`config.mk`:
```
export PLATFORM = sky130hd
export DESIGN_NAME = temperature_alarm_controller
export DESIGN_NICKNAME = d
export VERILOG_FILES = /design/src/rtl/temperature_alarm_controller.sv
export SDC_FILE = /design/constraint.sdc
export NUM_CORES = 1
export LEC_CHECK = 0
export ABC_AREA = 1
export CORE_MARGIN = 8
export CORE_UTILIZATION = 45
export CTS_BUF_LIST = sky130_fd_sc_hd__clkbuf_2
export DETAILED_ROUTE_END_ITERATION = 8
export PLACE_DENSITY = 0.79
export SYNTH_ARGS = -nofsm -noshare
export SYNTH_HDL_FRONTEND = slang
export SYNTH_SLANG_ARGS = --single-unit
```
`constraint.sdc`:
```
create_clock -name clk -period 1.8 [get_ports clk]
set_input_delay 0.54 -clock clk [delete_from_list [all_inputs] [get_ports clk]]
set_output_delay 0.54 -clock clk [all_outputs]
set_load 0.03 [all_outputs]
```
`src/rtl/temperature_alarm_controller.sv`:
```
// temperature_alarm_controller
//
// Debounces the per-sample low/high abnormality flags from the temperature
// abnormality detector and drives the heater/cooler actuators, a latched
// operator alarm with acknowledge, a sticky sensor-fault flag and a
// saturating count of activations.
//
// Ports:
//   clk          - system clock, rising edge
//   rst_n        - asynchronous active-low reset
//   sample_valid - one-cycle strobe; low_abn/high_abn carry a new sample
//   low_abn      - low-temperature abnormality flag
//   high_abn     - high-temperature abnormality flag
//   alarm_ack    - operator acknowledge, level sampled every clock
//   heater_on    - heater drive (active in ACT_LOW)
//   cooler_on    - cooler drive (active in ACT_HIGH)
//   alarm        - latched alarm
//   alarm_type   - 00 none, 01 low, 10 high, 11 sensor fault
//   sensor_fault - sticky; both flags were seen in one sample
//   event_count  - number of activations, saturating at all-ones
module temperature_alarm_controller #(
  parameter int unsigned CONFIRM_CNT = 4,
  parameter int unsigned CLEAR_CNT   = 8,
  parameter int unsigned EVT_W       = 8
) (
  input  logic             clk,
  input  logic             rst_n,
  input  logic             sample_valid,
  input  logic             low_abn,
  input  logic             high_abn,
  input  logic             alarm_ack,
  output logic             heater_on,
  output logic             cooler_on,
  output logic             alarm,
  output logic [1:0]       alarm_type,
  output logic             sensor_fault,
  output logic [EVT_W-1:0] event_count
);

  typedef enum logic [2:0] {
    StNormal,
    StPendLow,
    StPendHigh,
    StActLow,
    StActHigh
  } state_e;

  localparam logic [4:0] ConfirmLim = 5'(CONFIRM_CNT);
  localparam logic [4:0] ClearLim   = 5'(CLEAR_CNT);

  localparam logic [1:0] TypeNone  = 2'b00;
  localparam logic [1:0] TypeLow   = 2'b01;
  localparam logic [1:0] TypeHigh  = 2'b10;
  localparam logic [1:0] TypeFault = 2'b11;

  state_e           state_q, state_d;
  logic [3:0]       cnt_q, cnt_d;
  logic             heater_q, heater_d;
  logic             cooler_q, cooler_d;
  logic             alarm_q, alarm_d;
  logic [1:0]       alarm_type_q, alarm_type_d;
  logic             fault_q, fault_d;
  logic [1:0]       act_type_q, act_type_d;  // latched low/high activation, 00 if none
  logic [EVT_W-1:0] evt_q, evt_d;

  logic       cls_l, cls_h, cls_n, cls_f;
  logic [4:0] cnt_inc;
  logic       entry_low, entry_high;

  assign cls_l   = low_abn & ~high_abn;
  assign cls_h   = high_abn & ~low_abn;
  assign cls_n   = ~low_abn & ~high_abn;
  assign cls_f   = low_abn & high_abn;
  assign cnt_inc = {1'b0, cnt_q} + 5'd1;

  // Debounce state machine; only a valid sample moves it.
  always_comb begin
    state_d = state_q;
    cnt_d   = cnt_q;
    if (sample_valid) begin
      unique case (state_q)
        StNormal: begin
          // A first sample counts as 1, so CONFIRM_CNT=1 activates at once.
          if (cls_l) begin
            if (5'd1 >= ConfirmLim) begin
              state_d = StActLow;
              cnt_d   = 4'd0;
            end else begin
              state_d = StPendLow;
              cnt_d   = 4'd1;
            end
          end else if (cls_h) begin
            if (5'd1 >= ConfirmLim) begin
              state_d = StActHigh;
              cnt_d   = 4'd0;
            end else begin
              state_d = StPendHigh;
              cnt_d   = 4'd1;
            end
          end
        end
        StPendLow: begin
          if (cls_l) begin
            if (cnt_inc >= ConfirmLim) begin
              state_d = StActLow;
              cnt_d   = 4'd0;
            end else begin
              cnt_d = cnt_inc[3:0];
            end
          end else if (cls_h) begin
            state_d = StPendHigh;
            cnt_d   = 4'd1;
          end else begin
            state_d = StNormal;
            cnt_d   = 4'd0;
          end
        end
        StPendHigh: begin
          if (cls_h) begin
            if (cnt_inc >= ConfirmLim) begin
              state_d = StActHigh;
              cnt_d   = 4'd0;
            end else begin
              cnt_d = cnt_inc[3:0];
            end
          end else if (cls_l) begin
            state_d = StPendLow;
            cnt_d   = 4'd1;
          end else begin
            state_d = StNormal;
            cnt_d   = 4'd0;
          end
        end
        StActLow: begin
          if (cls_n) begin
            if (cnt_inc >= ClearLim) begin
              state_d = StNormal;
              cnt_d   = 4'd0;
            end else begin
              cnt_d = cnt_inc[3:0];
            end
          end else if (cls_h) begin
            // Opposite extreme must be re-confirmed before the cooler engages.
            state_d = StPendHigh;
            cnt_d   = 4'd1;
          end else begin
            cnt_d = 4'd0;
          end
        end
        StActHigh: begin
          if (cls_n) begin
            if (cnt_inc >= ClearLim) begin
              state_d = StNormal;
              cnt_d   = 4'd0;
            end else begin
              cnt_d = cnt_inc[3:0];
            end
          end else if (cls_l) begin
            state_d = StPendLow;
            cnt_d   = 4'd1;
          end else begin
            cnt_d = 4'd0;
          end
        end
        default: begin
          state_d = StNormal;
          cnt_d   = 4'd0;
        end
      endcase
    end
  end

  // Alarm latch, fault flag and event counter.
  always_comb begin
    entry_low  = (state_d == StActLow) && (state_q != StActLow);
    entry_high = (state_d == StActHigh) && (state_q != StActHigh);

    heater_d = (state_d == StActLow);
    cooler_d = (state_d == StActHigh);

    // Activation beats a same-cycle acknowledge.
    act_type_d = act_type_q;
    if (entry_low) begin
      act_type_d = TypeLow;
    end else if (entry_high) begin
      act_type_d = TypeHigh;
    end else if (alarm_ack) begin
      act_type_d = TypeNone;
    end

    // A same-cycle fault sample beats the acknowledge.
    fault_d = fault_q;
    if (sample_valid && cls_f) begin
      fault_d = 1'b1;
    end else if (alarm_ack) begin
      fault_d = 1'b0;
    end

    evt_d = evt_q;
    if ((entry_low || entry_high) && (evt_q != {EVT_W{1'b1}})) begin
      evt_d = evt_q + EVT_W'(1);
    end

    // A latched activation type takes precedence over the fault type.
    alarm_d      = (act_type_d != TypeNone) || fault_d;
    alarm_type_d = TypeNone;
    if (act_type_d != TypeNone) begin
      alarm_type_d = act_type_d;
    end else if (fault_d) begin
      alarm_type_d = TypeFault;
    end
  end

  always_ff @(posedge clk or negedge rst_n) begin
    if (!rst_n) begin
      state_q      <= StNormal;
      cnt_q        <= 4'd0;
      heater_q     <= 1'b0;
      cooler_q     <= 1'b0;
      alarm_q      <= 1'b0;
      alarm_type_q <= TypeNone;
      fault_q      <= 1'b0;
      act_type_q   <= TypeNone;
      evt_q        <= '0;
    end else begin
      state_q      <= state_d;
      cnt_q        <= cnt_d;
      heater_q     <= heater_d;
      cooler_q     <= cooler_d;
      alarm_q      <= alarm_d;
      alarm_type_q <= alarm_type_d;
      fault_q      <= fault_d;
      act_type_q   <= act_type_d;
      evt_q        <= evt_d;
    end
  end

  assign heater_on    = heater_q;
  assign cooler_on    = cooler_q;
  assign alarm        = alarm_q;
  assign alarm_type   = alarm_type_q;
  assign sensor_fault = fault_q;
  assign event_count  = evt_q;

endmodule

```
==> implementation parameters, run 1 <==
Parameter                              Value

Setup path
  Cell with the biggest individual delay on the critical path ... dfrtp_1
  Cell type group with the largest total delay on the critical path ... simple AND/OR/NAND/NOR gates
  Endpoint class of the critical path ... flop
  Worst EP required ... 2.10 ns
  Startpoint kind of the worst setup timing path ... flop
  Worst path max stage delay ... 0.46 ns
  Sum of buffers and inverters on the critical path ... 2
  Chain of cells forming the critical path ... buf_6, nand4_1, nand2_4, nand4_1, nand2_1, nand3_2, nand2_2, nand2_4, nor2_4, nand3_4, nand2_8, buf_12, nand3_1, nand2_1
  Start-to-end type of the worst setup path ... reg2reg
  Critical path fanouts, max ... 6
  Worst Path Arrival ... 2.32 ns

Synthesis
  Part of the Yosys area used for sequential elements ... 38.2%
  Netlist Area Pre-Place ... 1510 um^2
  Yosys warning total ... 0
  Cell count after synthesis ... 198
  Distinct cells, synth ... 30
  Synthesized Nets ... 211
  Average size of a mapped cell ... 7.61 um^2
  Flip-flop and latch count after synthesis ... 23

Pwr
  Clock share of power ... 8.9%
  Switching power ... 1.06 mW
  Proportion of total power due to net switching ... 45.5%
  Static Leak ... 1.24 nW
  Peak supply drop ... 0.640 mV
  Sequential share of power ... 31.5%
  Areal power density over the cells ... 1020 nW/um^2
  Part of the power in combinational logic ... 59.6%
  Pint ... 1.27 mW

Clocking
  CTS Root Buffer Type ... clkbuf_2
  TritonCTS clock tree ... built
  Latest clock arrival within the worst-skew pair ... 0.34 ns
  Clock net sink count ... 23
  Clock slew at reported path FFs ... 0.21 ns
  Hold buffers post-CTS ... 0
  Number of clock buffers inserted by TritonCTS ... 3
  Depth of the CTS H-tree ... 1
  Longest Clk Path Bufs ... 2

STA
  Final max-slew violation count ... 0
  Count of endpoints failing setup in the final report ... 14
  Final hold viol count ... 0
  Setup repair after global routing missed its margin ... yes
  Post-route clock period utilization ... 112%
  Actual slew at the worst max-slew pin ... 0.312 ns
  Worst rel slew slack ... 79.3%
  Worst-case clock skew ... 0.00265 ns
  Time the final worst path needs with I/O delays and setup ... 2.02 ns
  Highest achievable clock rate ... 0.496 GHz
  Min setup slack post-route ... -0.217 ns

Floorplan
  Area enclosed by the die boundary ... 5460 um^2
  Floorplan row count ... 21
  Die height ... 73.9 um
  Initial cell density of the core ... 45.9%
  Top Ports ... 20
  Area of the placeable core ... 3280 um^2
  Die width ... 73.9 um

Layout
  Filler instances ... 251
  Sequential cell area ... 577 um^2
  Final cell utilization of the core ... 69.8%
  Most used cells in the layout excluding fill and tap cells ... nand2_1, buf_4, dfrtp_1, inv_1, nand2_2
  Post-layout net count ... 275
  Fraction of layout instances using a drive strength above 1 ... 42.9%
  Footprint of the multi-input gates ... 1010 um^2
  Most common library cell in the layout ignoring fill and taps ... nand2_1
  Final standard cell area without fillers ... 2290 um^2
  Synthesis-to-layout area growth ... 52.2%
  Number of diodes ... 0

Routing
  Number of nets with antenna violations after detailed routing ... 0
  DRC viols ... 0
  Number of vias after detailed routing ... 1,523
  Via density per instance ... 4.96
  Starting DRT DRC Count ... 69
  Average routed wire per standard cell ... 13.5 um
  Wirelength, routed ... 4.14 mm
  Length of the first detailed-routing pass in iterations ... 4

Global routing
  Via count of the first global-routing pass ... 1,535
  Sum of overflow across all layers after global routing ... 0
  Initial antenna violation count ... 0
  Maximum number of pins on one net before global-route repair ... 24
  Global-route wire length before repair ... 6.51 mm
  Global-route usage over all layers ... 15.1%

Placed design
  Buffers on Ports ... 19
  Dpl cell area ... 2010 um^2
  Final RePlAce weighted congestion ... 1.04
  HPWL after detailed placement ... 2.80 mm

Status
  Violations in the final reports ... setup timing
  Result of the run ... complete, but fails checks

Worst hold path
  Worst Hold Class ... in2async

Job
  Max-cap check violation count ... 0
## kinds of logic after synthesis
kind of cell             after synthesis  share of synthesized area, %
buffers and inverters                 29                          7.97
AO/OA/AOI/OAI                         20                          8.06
adder cells (fa/ha/maj)                7                          5.81
flip-flops                            23                          38.2
XOR/XNOR                               5                          2.91
AND/OR/NAND/NOR                      114                          37.0
## per-layer routing
layer | part of all wire (%) | wire length [um] | global-route usage, %
met1 | 38 | 1570 | 15.1
met2 | 54 | 2210 | 27.3
met3 | 4.2 | 172 | 2.73
met4 | 4.4 | 180 | 10.6
met5 | 0 | 0 | 0
## power by group through the flow
| stage | logic [mW] | registers [mW] | clock network, mW |
|---|---|---|---|
| 4_1_cts | 1.21 | 0.722 | 0.210 |
| 3_3_place_gp | 1.17 | 0.731 | 0 |
| 6_report | 1.39 | 0.734 | 0.208 |
| 5_1_grt | 1.49 | 0.751 | 0.227 |
| 3_5_place_dp | 1.19 | 0.732 | 0 |
| 2_1_floorplan | 0.570 | 0.887 | 0 |
## worst reg2reg max path: stages, from the launching register on
cell,delay (ns)
dfrtp_1,0.46
buf_6,0.13
nand4_1,0.14
nand2_4,0.16
nand4_1,0.11
nand2_1,0.09
nand3_2,0.10
nand2_2,0.09
nand2_4,0.08
nor2_4,0.12
nand3_4,0.12
nand2_8,0.12
buf_12,0.12
nand3_1,0.07
nand2_1,0.07
## synth_stat cells
cell type   n  area, um^2
buf_6       1        11.3
nand2_2     7        43.8
a31oi_1     1        6.26
inv_1      21        78.8
inv_2       5        18.8
nand2_1    53         199
or2_1       1        6.26
o21ai_1     3        15.0
a22oi_1     1        7.51
buf_2       1        5.00
o221ai_1    1        8.76
o22ai_1     2        12.5
nand2_4     3        33.8
ha_1        7        87.6
xor2_1      4        35.0
xnor2_1     1        8.76
nand3_2     4        40.0
nand4_2     1        12.5
nor3_1      1        5.00
dfrtp_1    23         576
nor2_2      5        31.3
a21oi_4     1        16.3
nor2_1     14        52.6
nand3b_1    1        7.51
nand4_1     3        18.8
inv_4       1        6.26
a21oi_1     4        20.0
or2_2       2        12.5
o21ai_0     7        35.0
nand3_1    19        95.1
## registers in the layout (all words and copies together) (netlist names)
name	cells
event_count	8
alarm_type	2
heater_on	1
sensor_fault	1
cnt_q	4
cooler_on	1
alarm	1
act_type_q	2
state_q	3
## path summary, 6_finish.rpt
path | from | endpoint | slack (ns) | cells past startpoint
max | cnt_q[0] | event_count[3] | -0.22 | 14
min | rst_n | cnt_q[1] | 0.51 | 2
max reg2reg | cnt_q[0] | event_count[3] | -0.22 | 14
min reg2reg | event_count[4] | event_count[4] | 0.57 | 2
max in group asynchronous | rst_n | cnt_q[2] | 1.06 | 2
min in group clk | event_count[4] | event_count[4] | 0.57 | 2
## per-stage QoR
stage / power [mW] / instances / setup slack, ns / setup TNS (ns) / hold WS (ns)
2_1_floorplan: 1.46 / 198 / -0.121 / -1.14 / 0.244
3_3_place_gp: 1.90 / 290 / -0.846 / -14.44 / 0.506
3_5_place_dp: 1.93 / 290 / -0.927 / -15.45 / 0.519
4_1_cts: 2.14 / 301 / -0.210 / -1.76 / 0.516
5_1_grt: 2.47 / 307 / -0.364 / -4.46 / 0.526
6_report: 2.33 / 307 / -0.217 / -2.22 / 0.509
## area by class of cell
class                      count  share of cell area (%)
clock inverter                 1                   0.218
inverter                      27                    5.29
sequential                    23                    25.2
multi-input combinational    146                    44.1
clock buffer                   3                   0.655
tap                           46                    2.51
timing repair buffer          61                    22.0
## what timing repair did
| item | 4_1_cts | 5_1_grt |
|---|---|---|
| setup endpoints to repair | 33 | 20 |
| buffers inserted | 7 | 7 |
| pin swaps | 17 | 22 |
| resized for setup | 37 | 29 |
Power figures use the tool's default switching activity.
==> inputs of run 2 (changes only) <==
--- a/config.mk
+++ b/config.mk
@@ -8,8 +8,9 @@
 export ABC_AREA = 1
 export CORE_MARGIN = 8
 export CORE_UTILIZATION = 45
-export CTS_BUF_LIST = sky130_fd_sc_hd__clkbuf_2
+export CTS_CLUSTER_DIAMETER = 150
 export DETAILED_ROUTE_END_ITERATION = 8
+export GPL_ROUTABILITY_DRIVEN = 0
 export PLACE_DENSITY = 0.79
 export SYNTH_ARGS = -nofsm -noshare
 export SYNTH_HDL_FRONTEND = slang
==> implementation parameters, run 2 (synthesis results as in run 1) <==
Parameter                              Value

Status
  Result of the run ... complete, but fails checks (unchanged)
  Violations in the final reports ... setup timing (unchanged)

Clocking
  Number of clock buffers inserted by TritonCTS ... 3 (unchanged)
  Hold buffers post-CTS ... 0 (unchanged)
  TritonCTS clock tree ... built (unchanged)
  Depth of the CTS H-tree ... 1 (unchanged)
  Latest clock arrival within the worst-skew pair ... 0.31 ns (was 0.34 ns)
  Clock net sink count ... 23 (unchanged)
  CTS Root Buffer Type ... clkbuf_4 (was clkbuf_2)
  Longest Clk Path Bufs ... 2 (unchanged)
  Clock slew at reported path FFs ... 0.12 ns (was 0.21 ns)

Setup path
  Cell type group with the largest total delay on the critical path ... simple AND/OR/NAND/NOR gates (unchanged)
  Cell with the biggest individual delay on the critical path ... or2_1 (was dfrtp_1)
  Sum of buffers and inverters on the critical path ... 4 (was 2)
  Worst path max stage delay ... 0.24 ns (was 0.46 ns)
  Start-to-end type of the worst setup path ... in2reg (was reg2reg)
  Critical path fanouts, max ... 4 (was 6)
  Worst path most repeated cell ... nand2_2
  Worst Path Arrival ... 2.31 ns (was 2.32 ns)
  Worst EP required ... 2.06 ns (was 2.10 ns)
  Chain of cells forming the critical path ... buf_2, buf_6, inv_12, ha_4, or2_1, nand2_1, nand2_1, a21oi_1, nand2_2, a21oi_2, nand3_4, buf_6, nand2_2, nand3b_1, nand2_2 (was buf_6, nand4_1, nand2_4, nand4_1, nand2_1, nand3_2, nand2_2, nand2_4, nor2_4, nand3_4, nand2_8, buf_12, nand3_1, nand2_1)
  Startpoint kind of the worst setup timing path ... primary input (was flop)
  Endpoint class of the critical path ... flop (unchanged)

Routing
  Via density per instance ... 4.93 (was 4.96)
  Number of vias after detailed routing ... 1,505 (was 1,523)
  DRC viols ... 0 (unchanged)
  Average routed wire per standard cell ... 12.9 um (was 13.5 um)
  Length of the first detailed-routing pass in iterations ... 4 (unchanged)
  Starting DRT DRC Count ... 85 (was 69)
  Wirelength, routed ... 3.93 mm (was 4.14 mm)
  Number of nets with antenna violations after detailed routing ... 0 (unchanged)

Layout
  Number of diodes ... 0 (unchanged)
  Post-layout instance count excluding filler cells ... 305 (was 307)
  Max reg flops ... 8 (unchanged)
  Post-layout net count ... 273 (was 275)
  Final cell utilization of the core ... 69.0% (was 69.8%)
  Most used cells in the layout excluding fill and tap cells ... nand2_1, buf_4, dfrtp_1, nand2_2, inv_1 (was nand2_1, buf_4, dfrtp_1, inv_1, nand2_2)
  Fraction of layout instances using a drive strength above 1 ... 42.9% (about the same)
  Synthesis-to-layout area growth ... 50.4% (was 52.2%)

Global routing
  Via count of the first global-routing pass ... 1,460 (was 1,535)
  Met2 Track Usage GR ... 27.3% (unchanged)
  Met3 demand-to-capacity share in global routing ... 3.27% (was 2.73%)
  Grt peak-use layer ... met2 (unchanged)
  Maximum number of pins on one net before global-route repair ... 24 (unchanged)
  Initial antenna violation count ... 0 (unchanged)
  Global-route usage over all layers ... 14.4% (was 15.1%)
  Met1 track demand over resource in global routing ... 15.1% (about the same)
  Global-route wire length before repair ... 6.22 mm (was 6.51 mm)
  Sum of overflow across all layers after global routing ... 0 (unchanged)

Pwr
  Sequential share of power ... 32.2% (was 31.5%)
  Final Total Pwr ... 2.28 mW (was 2.33 mW)
  Peak supply drop ... 0.663 mV (was 0.640 mV)
  Areal power density over the cells ... 1010 nW/um^2 (was 1020 nW/um^2)
  Clock share of power ... 10.0% (was 8.9%)
  Static Leak ... 1.22 nW (was 1.24 nW)
  Pint ... 1.26 mW (was 1.27 mW)
  Part of the power in combinational logic ... 57.7% (was 59.6%)
  Proportion of total power due to net switching ... 45.0% (was 45.5%)
  Switching power ... 1.03 mW (was 1.06 mW)

Floorplan
  Die width ... 73.9 um (unchanged)
  Die height ... 73.9 um (unchanged)
  Initial cell density of the core ... 45.9% (unchanged)
  Floorplan row count ... 21 (unchanged)
  Top Ports ... 20 (unchanged)
  Area enclosed by the die boundary ... 5460 um^2 (unchanged)
  Area of the placeable core ... 3280 um^2 (unchanged)

Placed design
  Buffers on Ports ... 19 (unchanged)
  Pre-CTS setup slack ... -0.885 ns (was -0.927 ns)
  HPWL after detailed placement ... 2.78 mm (was 2.80 mm)
  Cells after DPL ... 285 (was 290)

STA
  Highest achievable clock rate ... 0.487 GHz (was 0.496 GHz)
  Actual slew at the worst max-slew pin ... 0.319 ns (was 0.312 ns)
  Worst rel slew slack ... 78.8% (was 79.3%)
  Final max-slew violation count ... 0 (unchanged)
  Count of endpoints failing setup in the final report ... 17 (was 14)
  Worst hold slack after final layout ... 0.538 ns (was 0.509 ns)
  Time the final worst path needs with I/O delays and setup ... 2.05 ns (was 2.02 ns)
  Final hold viol count ... 0 (unchanged)
  Worst-case clock skew ... 0.00734 ns (was 0.00265 ns)
  Setup repair after global routing missed its margin ... yes (unchanged)
  Post-route clock period utilization ... 114% (was 112%)
  Min setup slack post-route ... -0.254 ns (was -0.217 ns)

Worst hold path
  Worst Hold Class ... reg2reg (was in2async)

Job
  Max-cap check violation count ... 0 (unchanged)
[run 2: cell count changes in the layout (fill, tap and decap cells not counted), sizes merged]
cell	previous run	this run
clkdlybuf4s15	3	1
nand2	63	64
dlygate4sd2	11	13
buf	44	41
[run 2: routing by layer]
| layer | routed length, um | up-vias |
|---|---|---|
| met4 | 82 | 0 |
| met5 | 0 | - |
| met2 | 2120 | 26 |
| met3 | 148 | 9 |
| met1 | 1580 | 712 |
| li1 | - | 758 |
[run 2: layout make-up]
type                    instances  area [um^2]
inverters                      27          121
multi-input cells             147         1010
repair buffers                 58          468
well taps                      46         57.6
clock buffers                   3         22.5
clock inverters                 1         5.00
flip-flops and latches         23          577
fillers                       264         1020
[run 2: final timing paths]
path / from / endpoint / slack [ns] / depth (start not counted)
worst max-delay path: high_abn / event_count[0] / -0.25 / 15
worst min-delay path: event_count[3] / event_count[3] / 0.54 / 2
worst max register to register: cnt_q[0] / event_count[0] / -0.19 / 17
worst min register to register: event_count[3] / event_count[3] / 0.54 / 2
max in group asynchronous: rst_n / cnt_q[2] / 1.00 / 2
min in group asynchronous: rst_n / cnt_q[1] / 0.56 / 2
[run 2: per-stage QoR]
step,area [um^2],setup TNS [ns]
floorplan,1560,-1.14
global placement,1970,-14.41
detailed placement,1970,-14.93
CTS,2130,-1.71
global route,2270,-4.57
finish,2270,-3.15
[run 2: worst min-delay path, stage by stage, from the launching register on]
cell and delay (ns):
dfrtp_1 0.42, nand2_2 0.05, nand2_1 0.05
[run 2: power by group through the flow]
stage	Combinational (mW)	Sequential [mW]	Clock [mW]
6_report	1.32	0.736	0.229
3_5_place_dp	1.17	0.737	0
4_1_cts	1.19	0.730	0.242
2_1_floorplan	0.570	0.887	0
3_3_place_gp	1.15	0.731	0
5_1_grt	1.42	0.757	0.262
[run 2: timing repair]
item	CTS	global route
cloned	1	0
pin swaps	8	17
buffers inserted	8	7
endpoints found under the setup margin	34	18
gates resized for setup	46	21
==> inputs of run 3 (changes only) <==
--- a/config.mk
+++ b/config.mk
@@ -8,9 +8,9 @@
 export ABC_AREA = 1
 export CORE_MARGIN = 8
 export CORE_UTILIZATION = 45
-export CTS_CLUSTER_DIAMETER = 150
 export DETAILED_ROUTE_END_ITERATION = 8
 export GPL_ROUTABILITY_DRIVEN = 0
+export GPL_TIMING_DRIVEN = 0
 export PLACE_DENSITY = 0.79
 export SYNTH_ARGS = -nofsm -noshare
 export SYNTH_HDL_FRONTEND = slang
==> implementation parameters, run 3 (synthesis results as in run 1) <==
Parameter                              Value

STA
  Worst rel slew slack ... 33.9% (was 78.8%)
  Count of endpoints failing setup in the final report ... 15 (was 17)
  Setup repair after global routing missed its margin ... yes (unchanged)
  Final hold viol count ... 0 (unchanged)
  Worst hold slack after final layout ... 0.552 ns (was 0.538 ns)
  Min setup slack post-route ... -0.224 ns (was -0.254 ns)
  Time the final worst path needs with I/O delays and setup ... 2.02 ns (was 2.05 ns)
  Actual slew at the worst max-slew pin ... 0.988 ns (was 0.319 ns)
  Post-route clock period utilization ... 112% (was 114%)
  Highest achievable clock rate ... 0.494 GHz (was 0.487 GHz)
  Sum of negative setup slack ... -2.08 ns (was -3.15 ns)
  Worst-case clock skew ... 0.00610 ns (was 0.00734 ns)
  Final max-slew violation count ... 0 (unchanged)

Job
  Max-cap check violation count ... 0 (unchanged)

Clocking
  Depth of the CTS H-tree ... 1 (unchanged)
  Longest Clk Path Bufs ... 2 (unchanged)
  Number of clock buffers inserted by TritonCTS ... 3 (unchanged)
  Clock net sink count ... 23 (unchanged)
  Hold buffers post-CTS ... 0 (unchanged)
  TritonCTS clock tree ... built (unchanged)
  Clock slew at reported path FFs ... 0.12 ns (about the same)
  CTS Root Buffer Type ... clkbuf_4 (unchanged)
  Latest clock arrival within the worst-skew pair ... 0.31 ns (about the same)

Status
  Violations in the final reports ... setup timing (unchanged)
  Result of the run ... complete, but fails checks (unchanged)

Layout
  Most common library cell in the layout ignoring fill and taps ... nand2_1
  Synthesis-to-layout area growth ... 42.3% (was 50.4%)
  Sequential cell area ... 578 um^2 (was 577 um^2)
  Footprint of the multi-input gates ... 1030 um^2 (was 1010 um^2)
  Fraction of layout instances using a drive strength above 1 ... 40.0% (was 42.9%)
  Filler instances ... 264 (unchanged)
  Final cell utilization of the core ... 65.3% (was 69.0%)
  Number of diodes ... 0 (unchanged)
  Max reg flops ... 8 (unchanged)
  Post-layout net count ... 254 (was 273)
  Most used cells in the layout excluding fill and tap cells ... nand2_1, nand2_2, dfrtp_1, inv_1 (was nand2_1, buf_4, dfrtp_1, nand2_2, inv_1)

Routing
  Number of vias after detailed routing ... 1,441 (was 1,505)
  Length of the first detailed-routing pass in iterations ... 5 (was 4)
  Wirelength, routed ... 3.61 mm (was 3.93 mm)
  DRC viols ... 0 (unchanged)
  Number of nets with antenna violations after detailed routing ... 0 (unchanged)
  Average routed wire per standard cell ... 12.6 um (was 12.9 um)
  Via density per instance ... 5.04 (was 4.93)
  Starting DRT DRC Count ... 126 (was 85)

Floorplan
  Area of the placeable core ... 3280 um^2 (unchanged)
  Area enclosed by the die boundary ... 5460 um^2 (unchanged)
  Die width ... 73.9 um (unchanged)
  Die height ... 73.9 um (unchanged)
  Floorplan row count ... 21 (unchanged)
  Top Ports ... 20 (unchanged)
  Initial cell density of the core ... 45.9% (unchanged)

Setup path
  Worst reg-to-reg setup slack ... -0.19 ns (about the same)
  Startpoint kind of the worst setup timing path ... primary input (unchanged)
  Cell with the biggest individual delay on the critical path ... or2_1 (unchanged)
  Logic depth of the worst register-to-register path ... 14 (was 17)
  Critical path fanouts, max ... 5 (was 4)
  Cell type group with the largest total delay on the critical path ... simple AND/OR/NAND/NOR gates (unchanged)
  Start-to-end type of the worst setup path ... in2reg (unchanged)
  Worst path most repeated cell ... nand2_1 (was nand2_2)
  Worst path max stage delay ... 0.24 ns (about the same)
  Worst R2R End ... event_count[4] (was event_count[0])
  Endpoint class of the critical path ... flop (unchanged)
  Sum of buffers and inverters on the critical path ... 3 (was 4)
  Reg-to-reg startpoint ... cnt_q[0] (unchanged)
  Worst EP required ... 2.01 ns (was 2.06 ns)
  Worst Path Arrival ... 2.23 ns (was 2.31 ns)
  Chain of cells forming the critical path ... clkbuf_4, inv_12, ha_4, or2_1, nand2_1, nand2_1, a21oi_2, nand2_2, nand2_2, nand2_4, nand4_4, nand2_4, buf_4, nand3_1, nand2_1 (was buf_2, buf_6, inv_12, ha_4, or2_1, nand2_1, nand2_1, a21oi_1, nand2_2, a21oi_2, nand3_4, buf_6, nand2_2, nand3b_1, nand2_2)

Pwr
  Areal power density over the cells ... 1090 nW/um^2 (was 1010 nW/um^2)
  Peak supply drop ... 0.715 mV (was 0.663 mV)
  Static Leak ... 1.13 nW (was 1.22 nW)

Global routing
  Global-route wire length before repair ... 5.79 mm (was 6.22 mm)
  Sum of overflow across all layers after global routing ... 0 (unchanged)
  Maximum number of pins on one net before global-route repair ... 24 (unchanged)
  Via count of the first global-routing pass ... 1,330 (was 1,460)
  Initial antenna violation count ... 0 (unchanged)
  Global-route usage over all layers ... 13.2% (was 14.4%)

Placed design
  HPWL after detailed placement ... 2.44 mm (was 2.78 mm)
  Pre-CTS setup slack ... -1.04 ns (was -0.885 ns)
  Buffers on Ports ... 18 (was 19)

Worst hold path
  Hold wc startpoint ... event_count[3] (unchanged)
  Worst-case hold path end point ... event_count[3] (unchanged)
  Worst hold path cell count ... 2 (unchanged)
  Worst Hold Class ... reg2reg (unchanged)
## run 3: cell count changes in the layout (fill, tap and decap cells not counted), sizes merged
cell / delta
buf: -19
clkinv: -1
clkdlybuf4s15: -1
clkbuf: +2
clkdlybuf4s50: -1
dlygate4sd2: +1
## run 3: tightest hold or removal path, delay by kind of cell (launching register included)
family | cells | cell delay, ns
flip-flops | 1 | 0.42
AND/OR/NAND/NOR | 2 | 0.11
## run 3: per-stage QoR
| stage | power, mW | cells | instance area (um^2) |
|---|---|---|---|
| after floorplan | 1.46 | 198 | 1560 |
| after global placement | 1.76 | 262 | 1800 |
| after detailed placement | 1.78 | 262 | 1800 |
| after CTS | 2.13 | 277 | 1970 |
| after global routing | 2.50 | 286 | 2140 |
| final | 2.34 | 286 | 2140 |
## run 3: layer usage
| layer | share of wire (%) | GRT usage [%] | up-vias |
|---|---|---|---|
| met3 | 2.8 | 1.91 | 4 |
| met2 | 53 | 23.8 | 33 |
| met1 | 44 | 15.8 | 684 |
| met5 | 0 | 0 | - |
| li1 | - | - | 720 |
| met4 | 0.69 | 3.33 | 0 |
## run 3: where the power goes
| part | switching [mW] | total [mW] | internal [mW] |
|---|---|---|---|
| sequential | 0.101 | 0.738 | 0.636 |
| combinational | 0.814 | 1.37 | 0.553 |
| clock | 0.148 | 0.235 | 0.0864 |
## run 3: what timing repair did
item	4_1_cts	5_1_grt
setup buffers	10	9
endpoints found under the setup margin	36	16
resized for setup	45	30
pin swaps	17	26
cloned	1	0
## run 3: worst max-delay path by stage
stage | to | from | depth (start not counted)
6_report | event_count[4] | high_abn | 15
5_1_grt | event_count[4] | cnt_q[1] | 14
4_1_cts | event_count[6] | cnt_q[1] | 15
3_5_place_dp | event_count[6] | high_abn | 13
3_3_place_gp | event_count[4] | high_abn | 13
2_1_floorplan | event_count[6] | high_abn | 13
## run 3: final cells by class
class	instances	share of cell area [%]
clock buffers	4	1.23
flip-flops and latches	23	27.0
repair buffers	37	14.4
multi-input cells	147	48.3
inverters	27	5.66
plain buffers	2	0.759
well taps	46	2.69
